<file path="src/rtl/pipe_pkg.sv">
`default_nettype none
// ============================================================================
//  Module   : pipe_pkg
//  Purpose  : Shared field widths, ALU function codes and the packed
//             instruction layout used by the issue controller and its FIFO.
//  Revision : 1.0  initial release
// ============================================================================
package pipe_pkg;

   localparam int REG_W  = 4;
   localparam int FUNC_W = 4;
   localparam int ADDR_W = 8;
   localparam int INSN_W = FUNC_W + 3 * REG_W + ADDR_W;

   typedef enum logic [FUNC_W-1:0] {
      FN_ADD = 4'd0,
      FN_SUB = 4'd1,
      FN_MUL = 4'd2,
      FN_AND = 4'd3,
      FN_OR  = 4'd4,
      FN_XOR = 4'd5,
      FN_NOT = 4'd6,
      FN_SHL = 4'd7,
      FN_SHR = 4'd8,
      FN_INC = 4'd9,
      FN_DEC = 4'd10,
      FN_SLA = 4'd11
   } func_e;

   // Field order matches the upstream bus: {func, rd, rs1, rs2, addr}.
   typedef struct packed {
      logic [FUNC_W-1:0] func;
      logic [REG_W-1:0]  rd;
      logic [REG_W-1:0]  rs1;
      logic [REG_W-1:0]  rs2;
      logic [ADDR_W-1:0] addr;
   } insn_t;

   // True when the instruction reads register r on either source port.
   function automatic logic reads_reg(input insn_t insn, input logic [REG_W-1:0] r);
      return (insn.rs1 == r) || (insn.rs2 == r);
   endfunction

endpackage
`default_nettype wire

</file>
<file path="src/rtl/pipe_issue_fifo.sv">
`default_nettype none
// ============================================================================
//  Module   : pipe_issue_fifo
//  Purpose  : DEPTH-entry instruction FIFO with push/pop, full/empty flags and
//             a synchronous clear. No bypass: a pushed entry becomes visible
//             at the head on the following cycle.
//  Revision : 1.0  initial release
// ============================================================================
module pipe_issue_fifo #(
   parameter int DEPTH = 4,
   parameter int WIDTH = 24
) (
   input  logic             clk,
   input  logic             rst_n,
   input  logic             clear,
   input  logic             push,
   input  logic [WIDTH-1:0] wdata,
   input  logic             pop,
   output logic [WIDTH-1:0] rdata,
   output logic             full,
   output logic             empty
);

   localparam int           AW      = $clog2(DEPTH);
   localparam logic [AW:0]  PTR_ONE = 1;

   // Pointers carry one extra wrap bit so full and empty can be told apart.
   logic [AW:0]      wptr_q, wptr_d;
   logic [AW:0]      rptr_q, rptr_d;
   logic [WIDTH-1:0] slot_mem [DEPTH];
   logic             do_push;
   logic             do_pop;

   assign empty   = (wptr_q == rptr_q);
   assign full    = (wptr_q[AW] != rptr_q[AW]) && (wptr_q[AW-1:0] == rptr_q[AW-1:0]);
   assign do_push = push && !full && !clear;
   assign do_pop  = pop && !empty && !clear;
   assign rdata   = slot_mem[rptr_q[AW-1:0]];

   // Next-pointer computation; clear discards every queued entry.
   always_comb begin
      wptr_d = wptr_q;
      rptr_d = rptr_q;
      if (clear) begin
         wptr_d = '0;
         rptr_d = '0;
      end else begin
         if (do_push) wptr_d = wptr_q + PTR_ONE;
         if (do_pop)  rptr_d = rptr_q + PTR_ONE;
      end
   end

   // Pointer registers.
   always_ff @(posedge clk or negedge rst_n) begin
      if (!rst_n) begin
         wptr_q <= '0;
         rptr_q <= '0;
      end else begin
         wptr_q <= wptr_d;
         rptr_q <= rptr_d;
      end
   end

   // Storage array; contents are only meaningful between the pointers.
   always_ff @(posedge clk) begin
      if (do_push) slot_mem[wptr_q[AW-1:0]] <= wdata;
   end

endmodule
`default_nettype wire

</file>
<file path="src/rtl/pipe_issue_ctrl.sv">
`default_nettype none
// ============================================================================
//  Module   : pipe_issue_ctrl
//  Purpose  : In-order issue scheduler for the 4-stage register/memory
//             pipeline. Queues instructions, issues at most one per cycle and
//             inserts bubbles while a source register's producer is still in
//             flight (no forwarding). Counts hazard bubbles.
//  Revision : 1.0  initial release
// ============================================================================
module pipe_issue_ctrl
   import pipe_pkg::*;
#(
   parameter int DEPTH  = 4,
   parameter int RD_LAT = 3
) (
   input  logic       clk,
   input  logic       rst_n,
   input  logic       in_valid,
   output logic       in_ready,
   input  logic [3:0] in_func,
   input  logic [3:0] in_rd,
   input  logic [3:0] in_rs1,
   input  logic [3:0] in_rs2,
   input  logic [7:0] in_addr,
   input  logic       flush,
   output logic       iss_valid,
   output logic [3:0] iss_func,
   output logic [3:0] iss_rd,
   output logic [3:0] iss_rs1,
   output logic [3:0] iss_rs2,
   output logic [7:0] iss_addr,
   output logic       busy,
   output logic [15:0] stall_cnt
);

   // The issue register covers a producer's first cycle; the scoreboard
   // covers the remaining RD_LAT-2 cycles it can still be read too early.
   // With RD_LAT=2 the scoreboard is not needed and is held empty.
   localparam int SB_LEN  = (RD_LAT > 2) ? RD_LAT - 2 : 1;
   localparam bit SB_USED = (RD_LAT > 2);

   insn_t                        in_insn;
   insn_t                        head;
   logic                         fifo_full;
   logic                         fifo_empty;
   logic                         push;
   logic                         pop;
   logic                         hazard;
   logic                         stall_inc;

   logic                         iss_valid_q, iss_valid_d;
   insn_t                        iss_q, iss_d;
   logic [SB_LEN-1:0]            sb_vld_q, sb_vld_d;
   logic [SB_LEN-1:0][REG_W-1:0] sb_rd_q, sb_rd_d;
   logic [15:0]                  stall_cnt_q, stall_cnt_d;

   assign in_insn  = {in_func, in_rd, in_rs1, in_rs2, in_addr};
   assign in_ready = rst_n && !fifo_full && !flush;
   assign push     = in_valid && in_ready;

   pipe_issue_fifo #(
      .DEPTH (DEPTH),
      .WIDTH (INSN_W)
   ) u_fifo (
      .clk   (clk),
      .rst_n (rst_n),
      .clear (flush),
      .push  (push),
      .wdata (in_insn),
      .pop   (pop),
      .rdata (head),
      .full  (fifo_full),
      .empty (fifo_empty)
   );

   // RAW check of the queue head against every producer still in flight.
   always_comb begin
      hazard = 1'b0;
      if (iss_valid_q && reads_reg(head, iss_q.rd)) hazard = 1'b1;
      for (int i = 0; i < SB_LEN; i++) begin
         if (sb_vld_q[i] && reads_reg(head, sb_rd_q[i])) hazard = 1'b1;
      end
   end

   // Issue decision: pop a clean head, or count a bubble against a blocked one.
   always_comb begin
      pop         = !flush && !fifo_empty && !hazard;
      stall_inc   = !flush && !fifo_empty && hazard;
      iss_valid_d = pop;
      iss_d       = pop ? head : '0;
      stall_cnt_d = stall_cnt_q;
      if (stall_inc && (stall_cnt_q != 16'hFFFF)) stall_cnt_d = stall_cnt_q + 16'd1;
   end

   // Scoreboard shift; keeps ageing through flush because issued ops still write back.
   always_comb begin
      sb_vld_d = '0;
      sb_rd_d  = '0;
      if (SB_USED) begin
         sb_vld_d[0] = iss_valid_q;
         sb_rd_d[0]  = iss_q.rd;
         for (int i = 1; i < SB_LEN; i++) begin
            sb_vld_d[i] = sb_vld_q[i-1];
            sb_rd_d[i]  = sb_rd_q[i-1];
         end
      end
   end

   // State registers for the issue stage, scoreboard and stall counter.
   always_ff @(posedge clk or negedge rst_n) begin
      if (!rst_n) begin
         iss_valid_q <= 1'b0;
         iss_q       <= '0;
         sb_vld_q    <= '0;
         sb_rd_q     <= '0;
         stall_cnt_q <= '0;
      end else begin
         iss_valid_q <= iss_valid_d;
         iss_q       <= iss_d;
         sb_vld_q    <= sb_vld_d;
         sb_rd_q     <= sb_rd_d;
         stall_cnt_q <= stall_cnt_d;
      end
   end

   assign iss_valid = iss_valid_q;
   assign iss_func  = iss_q.func;
   assign iss_rd    = iss_q.rd;
   assign iss_rs1   = iss_q.rs1;
   assign iss_rs2   = iss_q.rs2;
   assign iss_addr  = iss_q.addr;
   assign stall_cnt = stall_cnt_q;
   assign busy      = !fifo_empty || iss_valid_q || (|sb_vld_q);

endmodule
`default_nettype wire

</file>
<file path="config.mk">
export PLATFORM = sky130hd
export DESIGN_NAME = pipe_issue_ctrl
export DESIGN_NICKNAME = d
export VERILOG_FILES = /design/src/rtl/pipe_pkg.sv /design/src/rtl/pipe_issue_fifo.sv /design/src/rtl/pipe_issue_ctrl.sv
export SDC_FILE = /design/constraint.sdc
export NUM_CORES = 1
export LEC_CHECK = 0
export ABC_CLOCK_PERIOD_IN_PS = 3800
export CAP_MARGIN = 20
export CORE_UTILIZATION = 35
export DETAILED_ROUTE_END_ITERATION = 10
export GPL_ROUTABILITY_DRIVEN = 0
export SYNTH_ARGS = -nofsm -noshare
export SYNTH_HDL_FRONTEND = slang
export SYNTH_SLANG_ARGS = --single-unit
</file>
<file path="constraint.sdc">
create_clock -name clk -period 3.8 [get_ports clk]
set_clock_uncertainty 0.15 [all_clocks]
set_input_delay 0.76 -clock clk [delete_from_list [all_inputs] [get_ports clk]]
set_output_delay 0.76 -clock clk [all_outputs]
set_load 0.005 [all_outputs]
</file>
==> run summary <==
The run finished with clean final reports. The leakage component of the power is 2.80 nW. The buffer cell driving the clock tree root is sky130_fd_sc_hd__clkbuf_16.

The count of endpoints failing hold in the final timing report is 0. The number of vias per cell came out at 4.85. Sequential cells were found to cover 71.9% of the synthesized design area.

The synthesized area per cell came out at 18.1 µm². Of the cells placed in the final design, the portion with a size suffix greater than 1 is 15.9%. The initial antenna violation count is 0.

After synthesis, the largest area contributor takes up 49.5% of total cell area. The gate count of the mapped netlist came out at 321. The floorplan has 46 rows.

Detailed routing inserted a total of 3091 vias. The detailed-route wire length per cell came out at 18.0 µm. The placeable core region came out at 0.0161 mm². The number of register bits inferred by synthesis is 148.

The worst-path maximum fanout is 14. Across the run, the number of max-cap violations was 0. The first global-routing pass estimated 18.3 mm of wire. Summed over all instances, the cell type with the most area after synthesis is sky130_fd_sc_hd__edfxtp_1. The count of different cell masters after synthesis came out at 31. The worst reg-to-reg setup slack came out at 700 ps. The maximum vdd ir drop is 0.321 mV.

The worst hold path belongs to the class register to register. The final max-slew violation count is 0. The post-detailed-route count of antenna-violating nets is 0.

The number of buffers inserted by port buffering is 70. 0 antenna diodes ended up in the layout. The fmax is 282 MHz.

The pin count of the biggest net entering global routing came out at 53. The area growth from synthesis to layout came out at 26.1%. The deepest clock path buffer count came out at 2. The transition time of the tightest slew-check pin is 718 ps. The arrival time at the worst endpoint came out at 2630 ps.

In this run, the number of DRC markers left after iteration 0 of detailed routing was 178. The count of pins on the block boundary came out at 71. The placed wire-length estimate after detailed placement is 7.25 mm.

The remaining global-route overflow is 0. The post-layout utilization of the core came out at 45.7%. The share of flip-flops with an asynchronous set or reset after synthesis is 35.1%.

The final critical-path required period is 3540 ps. The end of the worst register-to-register path is u_fifo.rptr_q[0]. The clock-pin slew on the worst setup and hold paths came out at 50 ps. The number of enable flip-flop cells after synthesis is 96. The number of global-route vias before repair came out at 3293. In the layout the commonest cells are 96 x sky130_fd_sc_hd__edfxtp_1, 69 x sky130_fd_sc_hd__clkdlybuf4s50_1, 51 x sky130_fd_sc_hd__dfrtp_1, 29 x sky130_fd_sc_hd__and3_1. The library cell used most frequently in the layout, excluding fill and tap cells, is sky130_fd_sc_hd__edfxtp_1.

The area of the multi-input gates is 0.00156 mm². The cell area after synthesis is 0.00582 mm². Setup repair after global routing left no endpoint under its margin. For the worst-skew pair, the clock arrives at the later sink with an insertion delay of 410 ps. The effective utilization at floorplan is 36.3%. The residual DRC count is 0. The net count after synthesis is 355. The depth of the CTS H-tree came out at 4.

The post-cts repair resize count is 0. The CTS sink count came out at 148. Summing all non-filler instances in the final layout gives an area of 0.00734 mm². Across the whole layout, storage elements account for 0.00419 mm². The number of detailed-route iterations in the first pass is 4.

Adding up every negative setup slack in the final design gives 0 ps. The count of filler cells inserted in the layout came out at 1394. STA classifies the critical path endpoint as an output pin. Following the worst setup path forward leads to its endpoint at busy. In this run the critical register-to-register path is launched from u_fifo.rptr_q[0]. The instance area at placement came out at 0.00681 mm². Measured in cells, the most critical reg-to-reg path has a length of 7. STA classifies the critical path startpoint as a register. The final layout contains 443 nets. The dominant synthesized flop cell is sky130_fd_sc_hd__edfxtp_1. Ranked by total cell area, the synthesized netlist is headed by sky130_fd_sc_hd__edfxtp_1 50%, sky130_fd_sc_hd__dfrtp_1 22%, sky130_fd_sc_hd__mux4_2 6.6%. The cell area power density is 609 mW/mm². The instance count along the most critical hold path came out at 0. Wires add up to 11.4 mm.

The floorplan step set the die height to 131 µm. The number of buffers created by CTS is 17. The worst-case setup slack after placement is 632 ps. The worst setup path is of the register to output pin kind. The worst path uses 93.3% of the clock period. The required time reported for the critical path endpoint is 2890 ps.

The number of setup buffers added after CTS is 0. The setup-violating endpoint count in the final report is 0. Global routing used 15.0% of the available tracks across all layers.

The final worst slack came out at 256 ps. The cts-stage hold buffer count is 0. TritonCTS built the clock tree.

The Yosys step of the flow raised 0 warnings. The relative slew slack came out at 52.1%. Measured along the x axis, the die boundary spans 131 µm. The die area came out at 0.0172 mm².

The launch point of the worst path is u_fifo.rptr_q[1].
==> power by group <==
group / internal [mW] / total [mW] / switching (mW)
Clock: 0.954 / 1.53 / 0.578
Combinational: 0.551 / 0.934 / 0.384
Sequential: 1.85 / 2.01 / 0.154
==> area by class of cell <==
type,instances,share of cell area [%]
Clock inverter,7,1.14
Inverter,4,0.204
Multi-Input combinational cell,157,21.2
Clock buffer,24,6.15
Tap cell,216,3.68
Timing Repair Buffer,81,10.6
Sequential cell,148,57.0
==> metal layers <==
metal	part of all wire (%)	vias to the layer above	track usage, %
met3	4.7	15	3.95
met1	44	1589	18.6
met2	49	80	24.9
met4	1.6	0	6.22
li1	-	1407	-
met5	0	-	0
==> cells by family after synthesis <==
| kind of cell | Yosys count | share of synthesized area (%) |
|---|---|---|
| DFF | 148 | 71.9 |
| muxes | 30 | 10.8 |
| and+or+nand+nor | 81 | 8.49 |
| xor gates and xnor gates | 34 | 5.11 |
| AOI/OAI and AO/OA | 6 | 0.946 |
| buffers and inverters | 16 | 1.46 |
| adders and majority gates | 6 | 1.29 |
==> Yosys cell counts, drive strengths merged (5+ instances only) <==
| cell | count |
|---|---|
| mux4 | 24 |
| xor2 | 17 |
| nand2b | 5 |
| clkbuf | 7 |
| nand4 | 7 |
| edfxtp | 96 |
| buf | 5 |
| nand3 | 6 |
| nor3 | 5 |
| nor2 | 8 |
| nand2 | 9 |
| dfrtp | 52 |
| nor4 | 6 |
| xnor2 | 17 |
| ha | 6 |
| and3 | 29 |
==> stage by stage <==
stage	total power, mW	hold WS (ps)	cells
2_1_floorplan	2.56	253	321
3_3_place_gp	2.98	276	606
3_5_place_dp	2.99	279	606
4_1_cts	4.54	291	637
5_1_grt	4.69	308	637
6_report	4.47	285	637
==> critical path, stage by stage (launching register included) <==
cell                              delay, ps
sky130_fd_sc_hd__dfrtp_1                780
sky130_fd_sc_hd__xor2_1                 160
sky130_fd_sc_hd__or3_1                  460
sky130_fd_sc_hd__or3_1                  360
sky130_fd_sc_hd__clkdlybuf4s50_1        460
==> flip-flops by register name, summed over array words and instances (netlist names), 3 cells and up <==
| signal | count |
|---|---|
| iss_rd | 4 |
| u_fifo.slot_mem | 96 |
| iss_addr | 8 |
| u_fifo.rptr_q | 3 |
| u_fifo.wptr_q | 3 |
| stall_cnt | 16 |
| sb_rd_q | 4 |
| iss_func | 4 |
| iss_rs2 | 4 |
| iss_rs1 | 4 |
==> worst min path at each step <==
stage / slack (ps) / from / endpoint
3_5_place_dp: 280 / iss_valid / sb_vld_q
3_3_place_gp: 280 / iss_valid / sb_vld_q
6_report: 280 / iss_valid / sb_vld_q
2_1_floorplan: 250 / iss_valid / sb_vld_q
5_1_grt: 310 / iss_valid / sb_vld_q
4_1_cts: 290 / iss_valid / sb_vld_q
Note: power is estimated with default switching activity, not from simulation.
